**src/rtl/tx_serializer_10b.sv**
```systemverilog
// 10-bit symbol serializer: one-entry holding register feeding an MSB-first shifter.
// Optional idle comma fill (K28.5) is built when COMMA_IDLE_FILL_EN is defined.
module tx_serializer_10b #(
  parameter int SYMBOL_W = 10
) (
  input  logic                clk_i,
  input  logic                rst_i,
  input  logic                enable_i,
  input  logic [SYMBOL_W-1:0] symbol_i,
  input  logic                symbol_valid_i,
  output logic                symbol_ready_o,
  input  logic                rd_neg_i,
  output logic                serial_o,
  output logic                serial_valid_o,
  output logic                symbol_start_o,
  output logic [7:0]          fill_count_o
);

  localparam logic [3:0] LAST_BIT = 4'(SYMBOL_W - 1);

  typedef enum logic {
    ST_IDLE  = 1'b0,
    ST_SHIFT = 1'b1
  } state_t;

  state_t              r_state;
  logic [SYMBOL_W-1:0] r_shift;
  logic [3:0]          r_cnt;
  logic [SYMBOL_W-1:0] r_hold;
  logic                r_hold_full;

  logic w_accept;
  logic w_boundary;
  logic w_load;
  logic w_fill;

  // Reset is folded into ready so nothing is accepted while the block is held.
  assign symbol_ready_o = enable_i & ~r_hold_full & ~rst_i;
  assign w_accept       = symbol_valid_i & symbol_ready_o;
  assign w_boundary     = (r_state == ST_IDLE) | (r_cnt == LAST_BIT);
  assign w_load         = w_boundary & enable_i & r_hold_full;

`ifdef COMMA_IDLE_FILL_EN
  logic [SYMBOL_W-1:0] w_comma;
  logic [7:0]          r_fill_cnt;

  assign w_fill  = w_boundary & enable_i & ~r_hold_full;
  assign w_comma = rd_neg_i ? 10'b0011111010 : 10'b1100000101;

  always_ff @(posedge clk_i or posedge rst_i) begin
    if (rst_i) begin
      r_fill_cnt <= 8'd0;
    end else if (w_fill && (r_fill_cnt != 8'hFF)) begin
      r_fill_cnt <= r_fill_cnt + 8'd1;
    end
  end

  assign fill_count_o = r_fill_cnt;
`else
  logic                w_unused_rd_neg;
  logic [SYMBOL_W-1:0] w_comma;

  assign w_unused_rd_neg = rd_neg_i;
  assign w_fill          = 1'b0;
  assign w_comma         = '0;
  assign fill_count_o    = 8'd0;
`endif

  // NOTE: sequential state uses non-blocking assignments so every register
  // sees the pre-edge values of the others, independent of statement order.
  always_ff @(posedge clk_i or posedge rst_i) begin
    if (rst_i) begin
      r_state <= ST_IDLE;
      r_cnt   <= 4'd0;
      r_shift <= '0;
    end else if (w_load) begin
      r_state <= ST_SHIFT;
      r_cnt   <= 4'd0;
      r_shift <= r_hold;
    end else if (w_fill) begin
      r_state <= ST_SHIFT;
      r_cnt   <= 4'd0;
      r_shift <= w_comma;
    end else if (r_state == ST_SHIFT) begin
      if (r_cnt == LAST_BIT) begin
        r_state <= ST_IDLE;
      end else begin
        r_cnt   <= r_cnt + 4'd1;
        r_shift <= {r_shift[SYMBOL_W-2:0], 1'b0};
      end
    end
  end

  // An accept only happens while empty, so it never collides with a load.
  always_ff @(posedge clk_i or posedge rst_i) begin
    if (rst_i) begin
      r_hold_full <= 1'b0;
    end else if (w_accept) begin
      r_hold_full <= 1'b1;
    end else if (w_load) begin
      r_hold_full <= 1'b0;
    end
  end

  // NOTE: the holding data needs no reset; r_hold_full qualifies it, and
  // leaving it out of the reset keeps it a plain enable flop.
  always_ff @(posedge clk_i) begin
    if (w_accept) begin
      r_hold <= symbol_i;
    end
  end

  assign serial_valid_o = (r_state == ST_SHIFT);
  assign serial_o       = serial_valid_o & r_shift[SYMBOL_W-1];
  assign symbol_start_o = serial_valid_o & (r_cnt == 4'd0);

endmodule

```
**config.mk**
```make
export PLATFORM = sky130hd
export DESIGN_NAME = tx_serializer_10b
export DESIGN_NICKNAME = d
export VERILOG_FILES = /design/src/rtl/tx_serializer_10b.sv
export SDC_FILE = /design/constraint.sdc
export NUM_CORES = 1
export LEC_CHECK = 0
export CORE_ASPECT_RATIO = 0.8
export CORE_UTILIZATION = 49
export CTS_CLUSTER_DIAMETER = 50
export DETAILED_ROUTE_END_ITERATION = 12
export PLACE_DENSITY = 0.77
export SLEW_MARGIN = 15
export SYNTH_ARGS = -nofsm -noshare
export SYNTH_HDL_FRONTEND = slang
export SYNTH_SLANG_ARGS = --single-unit
```
**constraint.sdc**
```tcl
create_clock -name clk_i -period 1.8 [get_ports clk_i]
set_input_delay 0.36 -clock clk_i [delete_from_list [all_inputs] [get_ports clk_i]]
set_output_delay 0.36 -clock clk_i [all_outputs]
set_load 0.02 [all_outputs]
```
**Word-level counts from Yosys, hierarchy flattened**

Cells that the tools add are included.

- Output and inout bits: 12
- Bits of input ports: 15
- Bits in registers: 26
- Logic and storage cells: 34

- Equal/unequal tests: 2
- Bitwise gates (word level): 11
- Muxes and demuxes: 11
- Reduce and logical (&&, ||, !) cells: 4
- Add/sub/neg operators: 1

Operator list:

| cell | count |
|---|---|
| 10-bit 2-to-1 mux | 3 |
| 4-bit 2-to-1 mux | 3 |
| 1-bit AND | 7 |
| 1-bit 2-to-1 mux | 5 |
| 4-bit by 1-bit adder with 4-bit output, second input constant | 1 |
| 4-bit equality test, second input constant | 1 |
| 4-bit logical NOT | 1 |
| 2-bit nonzero test | 2 |
| 1-bit NOT | 3 |
| 2-bit inequality test, second input constant | 1 |
| 2-bit AND reduction | 1 |
| 1-bit bitwise OR | 1 |

**Logic depth before layout (Yosys ltp)**

Gate-level depths: netlist of the first run.

- Depth in word-level cells: 6
- Depth in mapped cells: 6
- Gate-level depth less buffers: 5

**Worst setup path after synthesis of the first run**

OpenSTA, ideal clock, no wires.

- Kind: register -> register
- From: register r_hold_full
- To: register r_hold[0], enable pin
- Period minus slack after synthesis: 1.771 ns
- Required time: 1.457 ns
- Cell stages (with the launch flop): 3
- Library setup time: 0.343 ns
- Setup slack: 0.029 ns
- Data arrival time: 1.427 ns
- Path buffers: 0
- Path through: dfrtp_1 > nor3b_1 > and2_1

- Cells in the longest elaborated chain, start to end: 4

Ends and longest elaborated chain:

| element | RTL line | RTL |
|---|---|---|
| start: declaration | 30 | `logic r_hold_full;` |
| start signal: assignment | 97 | `r_hold_full <= 1'b0;` |
| start signal: assignment | 99 | `r_hold_full <= 1'b1;` |
| start signal: assignment | 101 | `r_hold_full <= 1'b0;` |
| 1-bit NOT | 38 | `assign symbol_ready_o = enable_i & ~r_hold_full & ~rst_i;` |
| 1-bit AND (2 in series) | 38 |  |
| net symbol_ready_o | 11 | `output logic symbol_ready_o,` |
| 1-bit AND | 39 | `assign w_accept = symbol_valid_i & symbol_ready_o;` |
| net w_accept | 32 | `logic w_accept;` |
| end signal: assignment | 109 | `r_hold <= symbol_i;` |
| end: declaration | 29 | `logic [SYMBOL_W-1:0] r_hold;` |

The timed path passes the listed nets, and every way through them passes these cells.
A chain may end at the register's enable or synchronous reset.

**Worst setup path in the final report of the first run**

- From: register r_cnt[1]
- To: output symbol_start_o

- Cells in the longest elaborated chain, start to end: 2

Ends and longest elaborated chain:

| element | RTL line | RTL |
|---|---|---|
| start: declaration | 28 | `logic [3:0] r_cnt;` |
| start signal: assignment | 88 | `r_cnt <= r_cnt + 4'd1;` |
| 4-bit logical NOT | 115 | `assign symbol_start_o = serial_valid_o & (r_cnt == 4'd0);` |
| 1-bit AND | 115 |  |
| end: declaration | 15 | `output logic symbol_start_o,` |

Every way passes these cells.

==> metrics.csv, run 1 <==
stage;metric;value;unit
synthesis;ys_ff_latch;26;
route;drtIter0Drc;20;
layout;fin_cells;151;
run;maxCapViolations;0;
route;ant_nets;0;
global_route;track_usage;17.6;%
power;p_leak;0.691;nW
clock_network;clk_path_buf_depth;2;
global_route;grt_use_met3;6.61;%
sta;layout_min_cycle_time;1.67;ns
global_route;grt-busiest-layer;met2;
floorplan;start_util;54.5;%
sta;hold_viol;0;
setup_path;worst_setup_path_start_kind;flop;
synthesis;syn_inst;87;
synthesis;yosysUniqueCellTypes;23;
power;peakVddDrop;0.698;mV
sta;setup_viol;0;
power;power_density;1400;nW/µm²
global_route;use_met1;21.2;%
clock_network;worstSkewPairLatency;0.31;ns
synthesis;ys_seq_area_share;56.6;%
layout;nets;136;
setup_path;cp-end-kind;output pin;
synthesis;ys.warnings.count;0;
setup_path;r2r_start;r_cnt[1];
global_route;grt_max_degree;17;
setup_path;critPathCapture;symbol_start_o;
setup_path;crit_required;1.44;ns
place;gp_congestion;0.770;
floorplan;die-area;2730;µm²
sta;fin_crit_sh;92.7;%
route;drt-pass1-iter-count;4;
sta;final.setup.tns;0;ns
route;route.detailed.drc;0;
global_route;grt_overflow_total;0;
sta;slew_viol_final;0;
clock_network;post_cts_buffers;0;
global_route;met2_usage;31.7;%
global_route;grt_pass1_vias;750;
setup_path;critical_path_class;reg -> out;
sta;max_freq;599;MHz
place;port-buffer-count;17;
global_route;grt_pass1_wl;3340;µm
route;vias_per_cell;4.73;
global_route;antenna_found_initial;0;
place;dp.cells;147;
worst_hold_path;hold_class;in -> async;
clock_network;clk_transition_reported_paths;0.13;ns
layout;drive_gt1_share;32.5;%
clock_network;cts_hold_buf;0;
clock_network;cts_sinks;26;
route;via_count;714;
synthesis;syn-cell-area;1240;µm²
floorplan;die_h;46.9;µm
sta;rsz0062_at_grt;false;
setup_path;r2r_end;r_shift[4];
floorplan;io_pins;27;
route;drt_wl_total;2020;µm
floorplan;die_w;58.2;µm
status;status;complete, no violations;
route;wl_per_cell;13.4;µm
layout;syn2layout_area_growth;22.9;%
synthesis;avgSynthCellArea;14.2;µm²
clock_network;cts-buffers-inserted;3;
setup_path;cp_max_fo;2;
floorplan;core-area;2270;µm²
layout;n_antenna_cell;0;
clock_network;tritoncts;done;
setup_path;cp-startpoint;r_cnt[1];
clock_network;htreeDepth;1;
floorplan;num_rows;15;
setup_path;ff2ff_path_depth;7;
clock_network;cts-root-buf;clkbuf_4;
place;dp_hpwl;1530;µm
setup_path;crit_arrival;1.31;ns
setup_path;r2r_slack;0.20;ns
sta;finalClockSkew;0.00251;ns
## state kept, by name (all words and copies together) (netlist names)
| signal | count |
|---|---|
| r_hold_full | 1 |
| serial_valid_o | 1 |
| r_shift | 10 |
| r_hold | 10 |
| r_cnt | 4 |
## power breakdown
| group | leakage, nW | internal [mW] | switching (mW) | total (mW) |
|---|---|---|---|---|
| clock network | 0.0154 | 0.0812 | 0.165 | 0.246 |
| registers | 0.294 | 0.771 | 0.0923 | 0.863 |
| logic | 0.382 | 0.576 | 0.445 | 1.02 |
| total | 0.691 | 1.43 | 0.703 | 2.13 |
## logic make-up (layout without fill, tap and decap cells)
kind of cell	Yosys count	in the layout	synth area share (%)
mux	21	21	21.8
simple gates	15	15	6.67
xor+xnor	1	1	0.708
buf+inv	14	37	7.58
compound gates	6	6	3.24
other cells	1	8	0.303
fa+ha+maj	3	3	3.03
flops	26	26	56.6
## metrics by stage
| step | utilization [%] | hold WS [ns] | setup slack (ns) | power (mW) | instance area [µm²] |
|---|---|---|---|---|---|
| 3_5_place_dp | 66.1 | 0.500 | -0.300 | 1.92 | 1500 |
| 5_1_grt | 66.9 | 0.416 | 0.0454 | 2.28 | 1520 |
| 3_3_place_gp | 66.1 | 0.483 | -0.234 | 1.88 | 1500 |
| 6_report | 66.9 | 0.393 | 0.131 | 2.13 | 1520 |
| 4_1_cts | 66.8 | 0.393 | 0.00781 | 2.14 | 1520 |
| 2_1_floorplan | - | 0.282 | 0.0292 | 1.57 | 1260 |
## worst min-delay path by stage
stage	slack, ns	to	cells past startpoint
4_1_cts	0.39	r_cnt[0]	3
3_3_place_gp	0.48	r_shift[3]	1
2_1_floorplan	0.28	r_cnt[0]	1
6_report	0.39	r_hold_full	3
3_5_place_dp	0.50	r_shift[6]	1
5_1_grt	0.42	r_cnt[0]	3
## critical path, stage by stage, from the launching register on
cell and delay, ns:
dfrtp_1 0.40, inv_1 0.07, ha_1 0.14, nor4bb_2 0.18, buf_2 0.20
## cell usage in the layout, fill, tap and decap left out, drive strengths merged
cell type,count
dlygate4sd2,2
a21oi,1
clkinv,1
o21ai,1
buf,13
mux2,18
conb,8
clkbuf,4
edfxtp,10
and2,2
mux2i,3
nand2,7
a31oi,3
nand4,1
ha,3
xor2,1
a21boi,1
inv,4
nand3,1
nor4bb,1
nor3b,1
clkdlybuf4s50,13
nor2b,2
dfrtp,16
## layer usage
layer / vias up / part of all wire [%]
li1: 345 / -
met1: 346 / 43
met2: 21 / 51
met3: 2 / 4.9
met4: 0 / 0.59
met5: - / 0
## final cells by class
cell class | instances | area (µm²)
inverter | 4 | 15.0
sequential | 26 | 701
clock buffer | 3 | 22.5
clock inverter | 1 | 3.75
multi-input combinational | 54 | 475
tap | 34 | 42.5
fill | 157 | 751
timing repair buffer | 29 | 260
## synth_stat cells
library cell | count | share of area (%)
a21boi_0 | 1 | 0.61
a21oi_1 | 1 | 0.40
a31oi_1 | 3 | 1.5
and2_1 | 2 | 1.0
buf_4 | 9 | 5.5
buf_6 | 1 | 0.91
conb_1 | 1 | 0.30
dfrtp_1 | 16 | 32
edfxtp_1 | 10 | 24
ha_1 | 3 | 3.0
inv_1 | 4 | 1.2
mux2_2 | 8 | 7.3
mux2_4 | 10 | 12
mux2i_1 | 3 | 2.4
nand2_1 | 6 | 1.8
nand2_2 | 1 | 0.51
nand3_1 | 1 | 0.40
nand4_1 | 1 | 0.51
nor2b_1 | 2 | 1.0
nor3b_1 | 1 | 0.61
nor4bb_1 | 1 | 0.81
o21ai_2 | 1 | 0.71
xor2_1 | 1 | 0.71
## repair_timing
action	CTS	global route
setup endpoints to repair	4	2
pin swaps	0	1
resized for setup	8	4
(Power assumes the default switching activity.)
==> run 2, diff against run 1 <==
--- a/config.mk
+++ b/config.mk
@@ -6,6 +6,7 @@
 export NUM_CORES = 1
 export LEC_CHECK = 0
 export CORE_ASPECT_RATIO = 0.8
+export CORE_MARGIN = 2
 export CORE_UTILIZATION = 49
 export CTS_CLUSTER_DIAMETER = 50
 export DETAILED_ROUTE_END_ITERATION = 12
@@ -14,3 +15,4 @@
 export SYNTH_ARGS = -nofsm -noshare
 export SYNTH_HDL_FRONTEND = slang
 export SYNTH_SLANG_ARGS = --single-unit
+export TNS_END_PERCENT = 20
==> metrics.csv, run 2 (synthesis results as in run 1) <==
stage;metric;value;unit;change
status;status;complete, no violations;;unchanged
power;p_leak;0.700;nW;was 0.691 nW
sta;max_freq;580;MHz;was 599 MHz
setup_path;crit_arrival;1.36;ns;was 1.31 ns
power;power_density;1430;nW/µm²;was 1400 nW/µm²
setup_path;cp_max_fo;4;;was 2
global_route;met2_usage;26.8;%;was 31.7%
setup_path;crit_required;1.44;ns;about the same
clock_network;clk_path_buf_depth;2;;unchanged
setup_path;ff2ff_path_depth;7;;unchanged
power;peakVddDrop;0.769;mV;was 0.698 mV
route;route.detailed.drc;0;;unchanged
clock_network;cts-buffers-inserted;3;;unchanged
global_route;grt_max_degree;17;;unchanged
place;dp_slack;-0.274;ns;was -0.300 ns
route;vias_per_cell;4.75;;was 4.73
floorplan;start_util;51.1;%;was 54.5%
route;drtIter0Drc;9;;was 20
clock_network;worstSkewPairLatency;0.32;ns;was 0.31 ns
clock_network;clk_transition_reported_paths;0.14;ns;was 0.13 ns
layout;syn2layout_area_growth;25.1;%;was 22.9%
floorplan;die_w;60.2;µm;was 58.2 µm
route;ant_nets;0;;unchanged
sta;rsz0062_at_grt;false;;unchanged
sta;slew_viol_final;0;;unchanged
place;port-buffer-count;17;;unchanged
sta;setup_viol;0;;unchanged
worst_hold_path;hold_class;in -> async;;unchanged
setup_path;r2r_end;r_shift[4];;unchanged
floorplan;core-area;2420;µm²;was 2270 µm²
sta;final.setup.tns;0;ns;unchanged
clock_network;cts_hold_buf;0;;unchanged
clock_network;htreeDepth;1;;unchanged
run;maxCapViolations;0;;unchanged
setup_path;crit_chain;clkdlybuf4s50_1;;was inv_1 -> ha_1 -> nor4bb_2 -> buf_2
clock_network;tritoncts;done;;unchanged
sta;fin_hold_ws;0.394;ns;was 0.393 ns
layout;largestRegisters;r_hold: 10 flops, r_shift: 10 flops, r_cnt: 4 flops;;unchanged
clock_network;post_cts_buffers;0;;unchanged
sta;layout_min_cycle_time;1.72;ns;was 1.67 ns
setup_path;r2r_start;r_cnt[1];;unchanged
place;dp_hpwl;1520;µm;was 1530 µm
setup_path;r2r_slack;0.24;ns;was 0.20 ns
sta;hold_viol;0;;unchanged
place;gp_congestion;0.753;;was 0.770
layout;mostFrequentLayoutCells;dfrtp_1, clkdlybuf4s50_1, buf_4;;unchanged
floorplan;io_pins;27;;unchanged
layout;mostFrequentLayoutCell;dfrtp_1;;unchanged
clock_network;cts_sinks;26;;unchanged
route;wl_per_cell;13.0;µm;was 13.4 µm
setup_path;cpPeakStageDelay;0.62;ns;was 0.40 ns
floorplan;die_h;48.9;µm;was 46.9 µm
setup_path;path_buf_inv;1;;was 2
global_route;grt_use_met3;5.57;%;was 6.61%
layout;nets;136;;unchanged
setup_path;critical_path_class;reg -> out;;unchanged
setup_path;worst_setup_path_start_kind;flop;;unchanged
layout;drive_gt1_share;33.3;%;was 32.5%
layout;post-route-cell-area;1550;µm²;was 1520 µm²
route;drt-pass1-iter-count;4;;unchanged
clock_network;cts-root-buf;clkbuf_4;;unchanged
sta;worst_slack;0.0772;ns;was 0.131 ns
setup_path;slowest_stage;clkdlybuf4s50_1;;was dfrtp_1
sta;finalClockSkew;0.00399;ns;was 0.00251 ns
setup_path;cp-end-kind;output pin;;unchanged
global_route;track_usage;16.2;%;was 17.6%
floorplan;num_rows;16;;was 15
place;place_area;1520;µm²;was 1500 µm²
global_route;grt-busiest-layer;met2;;unchanged
route;via_count;726;;was 714
global_route;grt_pass1_vias;748;;was 750
global_route;grt_overflow_total;0;;unchanged
route;drt_wl_total;1990;µm;was 2020 µm
global_route;grt_pass1_wl;3440;µm;was 3340 µm
setup_path;cp_top_family;buffers and inverters;;was flip-flops
floorplan;die-area;2950;µm²;was 2730 µm²
global_route;use_met1;20.9;%;was 21.2%
layout;n_antenna_cell;0;;unchanged
global_route;antenna_found_initial;0;;unchanged
sta;fin_crit_sh;95.7;%;was 92.7%
==> run 2: per-stage QoR <==
stage	utilization (%)	std cells	power, mW
2_1_floorplan	-	94	1.57
3_3_place_gp	62.6	149	1.91
3_5_place_dp	62.6	149	1.96
4_1_cts	63.3	153	2.19
5_1_grt	63.9	153	2.37
6_report	63.9	153	2.21
==> run 2: worst register-to-register path, delay by kind of cell, from the launching register on <==
family	cells	cell delay, ns
AO/OA/AOI/OAI	1	0.17
buffers and inverters	3	0.33
flip-flops	1	0.41
multiplexers	1	0.34
adder cells (fa/ha/maj)	1	0.12
AND/OR/NAND/NOR	1	0.08
==> run 2: area by class of cell <==
| type | instances | area (µm²) |
|---|---|---|
| fillers | 191 | 875 |
| inverters | 4 | 15.0 |
| clock inverters | 1 | 3.75 |
| repair buffers | 29 | 277 |
| well taps | 36 | 45.0 |
| flip-flops and latches | 26 | 701 |
| multi-input cells | 54 | 484 |
| clock buffers | 3 | 22.5 |
==> run 2: power breakdown <==
part | leakage [nW] | internal (mW) | switching (mW) | total (mW)
clock | 0.0154 | 0.0812 | 0.168 | 0.249
combinational | 0.391 | 0.634 | 0.449 | 1.08
sequential | 0.294 | 0.771 | 0.104 | 0.874
total | 0.700 | 1.49 | 0.720 | 2.21
==> run 2: repair_timing <==
item | CTS | global route
setup endpoints to repair | 3 | 2
gates cloned | 0 | 0
pin swaps | 0 | 1
gates resized for setup | 7 | 7
==> run 2: how the worst max path moves through the flow <==
| stage | startpoint | to | slack [ns] | cells after the start |
|---|---|---|---|---|
| after global placement | enable_i | symbol_ready_o | -0.26 | 3 |
| after detailed placement | enable_i | symbol_ready_o | -0.27 | 3 |
| after floorplan | r_hold_full | r_hold[0] | 0.03 | 2 |
| after global routing | serial_valid_o | serial_valid_o | 0.007 | 1 |
| final | serial_valid_o | serial_valid_o | 0.08 | 1 |
| after CTS | enable_i | symbol_ready_o | 0.02 | 3 |
==> run 2: routing by layer <==
metal	vias up	wire [µm]
met5	-	0
met4	0	13
met3	2	92
met2	20	1030
met1	358	856
li1	346	-
==> variant 1, RTL diff (config.mk and constraints of run 2) <==
The option `COMMA_IDLE_FILL_EN` is turned on by a define.
--- a/src/rtl/tx_serializer_10b.sv
+++ b/src/rtl/tx_serializer_10b.sv
@@ -1,5 +1,7 @@
 // 10-bit symbol serializer: one-entry holding register feeding an MSB-first shifter.
 // Optional idle comma fill (K28.5) is built when COMMA_IDLE_FILL_EN is defined.
+`define COMMA_IDLE_FILL_EN
+
 module tx_serializer_10b #(
   parameter int SYMBOL_W = 10
 ) (
Formal check against the unedited RTL: not equivalent (Yosys sat finds a counterexample within 4 cycles, from zero or initial values and one cycle with rst_i high).
==> variant 1 against run 2 <==
Total power rose by 21%; sequential cell count rose by 8; sequential share of layout area fell by 2.0 points; count of clock-buffer cells in the layout rose by 4; area after synthesis rose by 29%; worst setup slack got worse by 0.0067 ns; wire length rose by 57%; design area rose by 35%; first-iteration DRC count rose to 5.9 times the old value; critical path type is now in2reg; critical endpoint is now fill_count_o[7]$_DFFE_PP0P_.
==> variant 1: results <==
run_status:
  status: "finished, final reports clean"
cells_and_area:
  drive_gt1_frac: 0.179
  nets: 202
global_route:
  grtUsageMet1: 0.220
  grt_use_met2: 0.316
setup_path:
  slowest_delay_ns: 0.55
  reg2reg_to: "r_shift[2]$_DFFE_PP0P_"
clock_network:
  root_buffer: "clkbuf_8"
  cts_max_level: 2
  clk_latency_ns: 0.28
logic_synthesis:
  netlist_top_cells_area: "dfrtp_1 (38%), edfxtp_1 (19%), mux2i_1 (4.4%), o21ai_0 (4.1%), nand2_1 (4.0%)"
  ys_seq_area_frac: 0.563
  synthXorXnorAreaFrac: 0.0219
  synthTopCellsByCount: "dfrtp_1 (24), nand2_1 (17), o21ai_0 (13)"
  synth-async-reset-ratio: 0.706
power:
  ir_worst_vdd_v: 0.000672
detailed_routing:
  drt-met1-wl_um: 1420
  wire_per_inst_um: 14.0
  drtIter0Drc: 53
  met2_length_um: 1540
  wl_um: 3140
  wl_met3_um: 146
placement:
  dp_slack_ns: -0.284
  port_buffers: 26
  place.detailed.instances: 216
  dp_hpwl_um: 2230
timing:
  holdWs_ns: 0.472
  setup_ws_ns: 0.0706
-- variant 1: cell types whose count changed after synthesis, sizes merged, moves of 4 or more --
cell,before,now
nor2,0,6
mux2i,3,7
nand2,7,17
buf,10,6
nand4,1,7
a21o,0,4
a21oi,1,5
o21ai,1,14
a211oi,0,4
mux2,18,5
dfrtp,16,24
-- variant 1: timing repair --
item                       4_1_cts  5_1_grt
hold endpoints to repair         0        0
setup endpoints to repair        3        2
gates resized for setup          8        2
pin swaps                        0        0
-- variant 1: area by class of cell --
type                       count  area [um^2]
clock buffer                   7         86.3
multi-input combinational     97          651
fill                         236         1030
sequential                    34          901
tap                           40         50.0
clock inverter                 1         5.00
inverter                       4         15.0
timing repair buffer          41          374
-- variant 1: report_power, final --
| part | leakage, nW | switching (mW) | internal [mW] |
|---|---|---|---|
| Combinational | 0.476 | 0.520 | 0.499 |
| Clock | 0.0482 | 0.252 | 0.308 |
| Sequential | 0.400 | 0.126 | 0.976 |
==> variant 2, RTL diff (flow settings as in run 2) <==
Without the edit above. Compare `r_cnt` against `LAST_BIT` with >= in place of ==.
--- a/src/rtl/tx_serializer_10b.sv
+++ b/src/rtl/tx_serializer_10b.sv
@@ -37,7 +37,7 @@
   // Reset is folded into ready so nothing is accepted while the block is held.
   assign symbol_ready_o = enable_i & ~r_hold_full & ~rst_i;
   assign w_accept       = symbol_valid_i & symbol_ready_o;
-  assign w_boundary     = (r_state == ST_IDLE) | (r_cnt == LAST_BIT);
+  assign w_boundary     = (r_state == ST_IDLE) | (r_cnt >= LAST_BIT);
   assign w_load         = w_boundary & enable_i & r_hold_full;
 
 `ifdef COMMA_IDLE_FILL_EN
Behaviour: same outputs for any inputs over 10 cycles, from zero or initial values and one cycle with rst_i high; that may be too few to reach the edited logic, so the function may still have changed.
==> variant 2 against run 2 <==
Worst setup slack worse by 0.027 ns; area after synthesis up 21%; register-to-register slack lost 0.19 ns; clock power increased by 94%; global-route usage up 1.6 points; total power grew 21%; wire length rose by 39%; core utilization increased by 0.28 points; sequential power fell by 0.6%; design area is 17% higher; sequential cell count did not move.
==> variant 2: results <==
detailed_routing:
  vias_per_cell: 5.47
  wl_um: 2760
  first_pass_iters: 4
  drtIter0Drc: 81
setup_path:
  arrival_ns: 1.90
  rr_worst_depth: 5
  startpoint: "r_cnt[0]$_DFFE_PP0P_"
  r2r_slack_ns: 0.05
  cp_max_fo: 10
  reg2reg_to: "r_shift[8]$_DFFE_PP0P_"
global_route:
  grt_max_degree: 17
  first_global_vias: 980
  grt_first_pass_wirelength_um: 4560
  track_usage: 0.177
power:
  ir_worst_vdd_v: 0.000664
  p_leak_nw: 0.795
placement:
  globalplace.congestion: 0.770
  port_buffers: 17
  dp_hpwl_um: 2000
  dpl_cell_area_mm2: 0.00176
  dp_slack_ns: -0.295
clock_network:
  clk_latency_ns: 0.27
  root_buffer: "clkbuf_8"
  cts_max_level: 1
  clockBufferDepth: 2
  path_clk_slew_ns: 0.09
  cts-resized-gates: 6
  postCtsSetupBuffers: 0
  numCtsBuffers: 3
logic_synthesis:
  netlist_top_cells_area: "dfrtp_1 (27%), edfxtp_1 (20%), mux2_4 (8.0%), nand4b_1 (5.3%), buf_4 (4.5%)"
  ys.flop_type: "dfrtp_1"
  synth_edf_count: 10
  ys_seq_area_frac: 0.469
  yosys_warnings: 0
  synthTopCellsByCount: "dfrtp_1 (16), edfxtp_1 (10), buf_4 (9), nand2_1 (9), nand4b_1 (9)"
  synth_cell_types: 36
cells_and_area:
  drive_gt1_frac: 0.260
  diodes: 0
  nets: 170
timing:
  clock_skew_ns: 0.00492
run_status:
  status: "finished, final reports clean"
==> variant 2: cell types whose count changed in the layout (fill, tap and decap cells not counted), moves of 3 or more <==
cell and delta:
nand4b_1 +9, mux2_2 -8, or2b_1 +7, o211ai_1 +5
o211ai_2 +4, o21ai_0 +4, buf_4 +3, clkbuf_4 -3
clkbuf_8 +3, nand2_1 +3
==> variant 2: worst max-delay path by stage <==
stage / endpoint / slack (ns) / depth (start not counted)
after floorplan: r_hold[0]$_DFFE_PP_ / 0.009 / 2
after global placement: symbol_ready_o / -0.24 / 3
after detailed placement: symbol_ready_o / -0.29 / 3
after CTS: symbol_ready_o / 0.01 / 3
after global routing: r_shift[8]$_DFFE_PP0P_ / 0.009 / 5
final: r_shift[8]$_DFFE_PP0P_ / 0.05 / 5
==> variant 2: metrics by stage <==
stage | hold slack, ns | power [mW] | cells | setup TNS, ns | util
finish | 0.426 | 2.67 | 188 | 0 | 0.642
global route | 0.469 | 2.83 | 188 | 0 | 0.642
CTS | 0.433 | 2.69 | 188 | 0 | 0.645
detailed placement | 0.466 | 2.22 | 184 | -0.302 | 0.621
global placement | 0.438 | 2.15 | 184 | -0.240 | 0.621
floorplan | 0.274 | 1.85 | 130 | 0 | -
==> variant 2: cell families (layout without fill, tap and decap cells) <==
family | count (synthesis) | after routing | synth area share
flip-flops | 26 | 26 | 0.469
buffers and inverters | 21 | 41 | 0.0887
adder cells (fa/ha/maj) | 4 | 4 | 0.0335
other | 1 | 8 | 0.00251
XOR/XNOR | 1 | 1 | 0.00586
AND/OR/NAND/NOR | 42 | 42 | 0.213
multiplexers | 10 | 10 | 0.0946
AO/OA/AOI/OAI | 18 | 18 | 0.0937
==> variant 2: routing by layer <==
layer,vias to the layer above,share of wire,global-route usage
met4,0,0.0047,0.0313
met1,514,0.44,0.215
met2,32,0.51,0.323
li1,481,-,-
met5,-,0,0
met3,2,0.049,0.0447
==> variant 2: power breakdown <==
part | internal, mW | switching (mW)
Combinational | 0.666 | 0.647
Clock | 0.297 | 0.186
Sequential | 0.777 | 0.0921
==> variant 2: worst max-delay path, stage by stage, from the launching register on <==
cell and delay [ns]:
dfrtp_1 0.38, buf_4 0.15, ha_1 0.24, nand4bb_4 0.23, nand4_4 0.25, mux2_1 0.37
==> variant 2: layout make-up <==
class                   count  area [um^2]
multi-input cells          83          694
clock inverters             1         30.0
flip-flops and latches     26          701
clock buffers               3         41.3
repair buffers             32          283
inverters                   5         18.8
fillers                   220         1010
well taps                  38         47.5
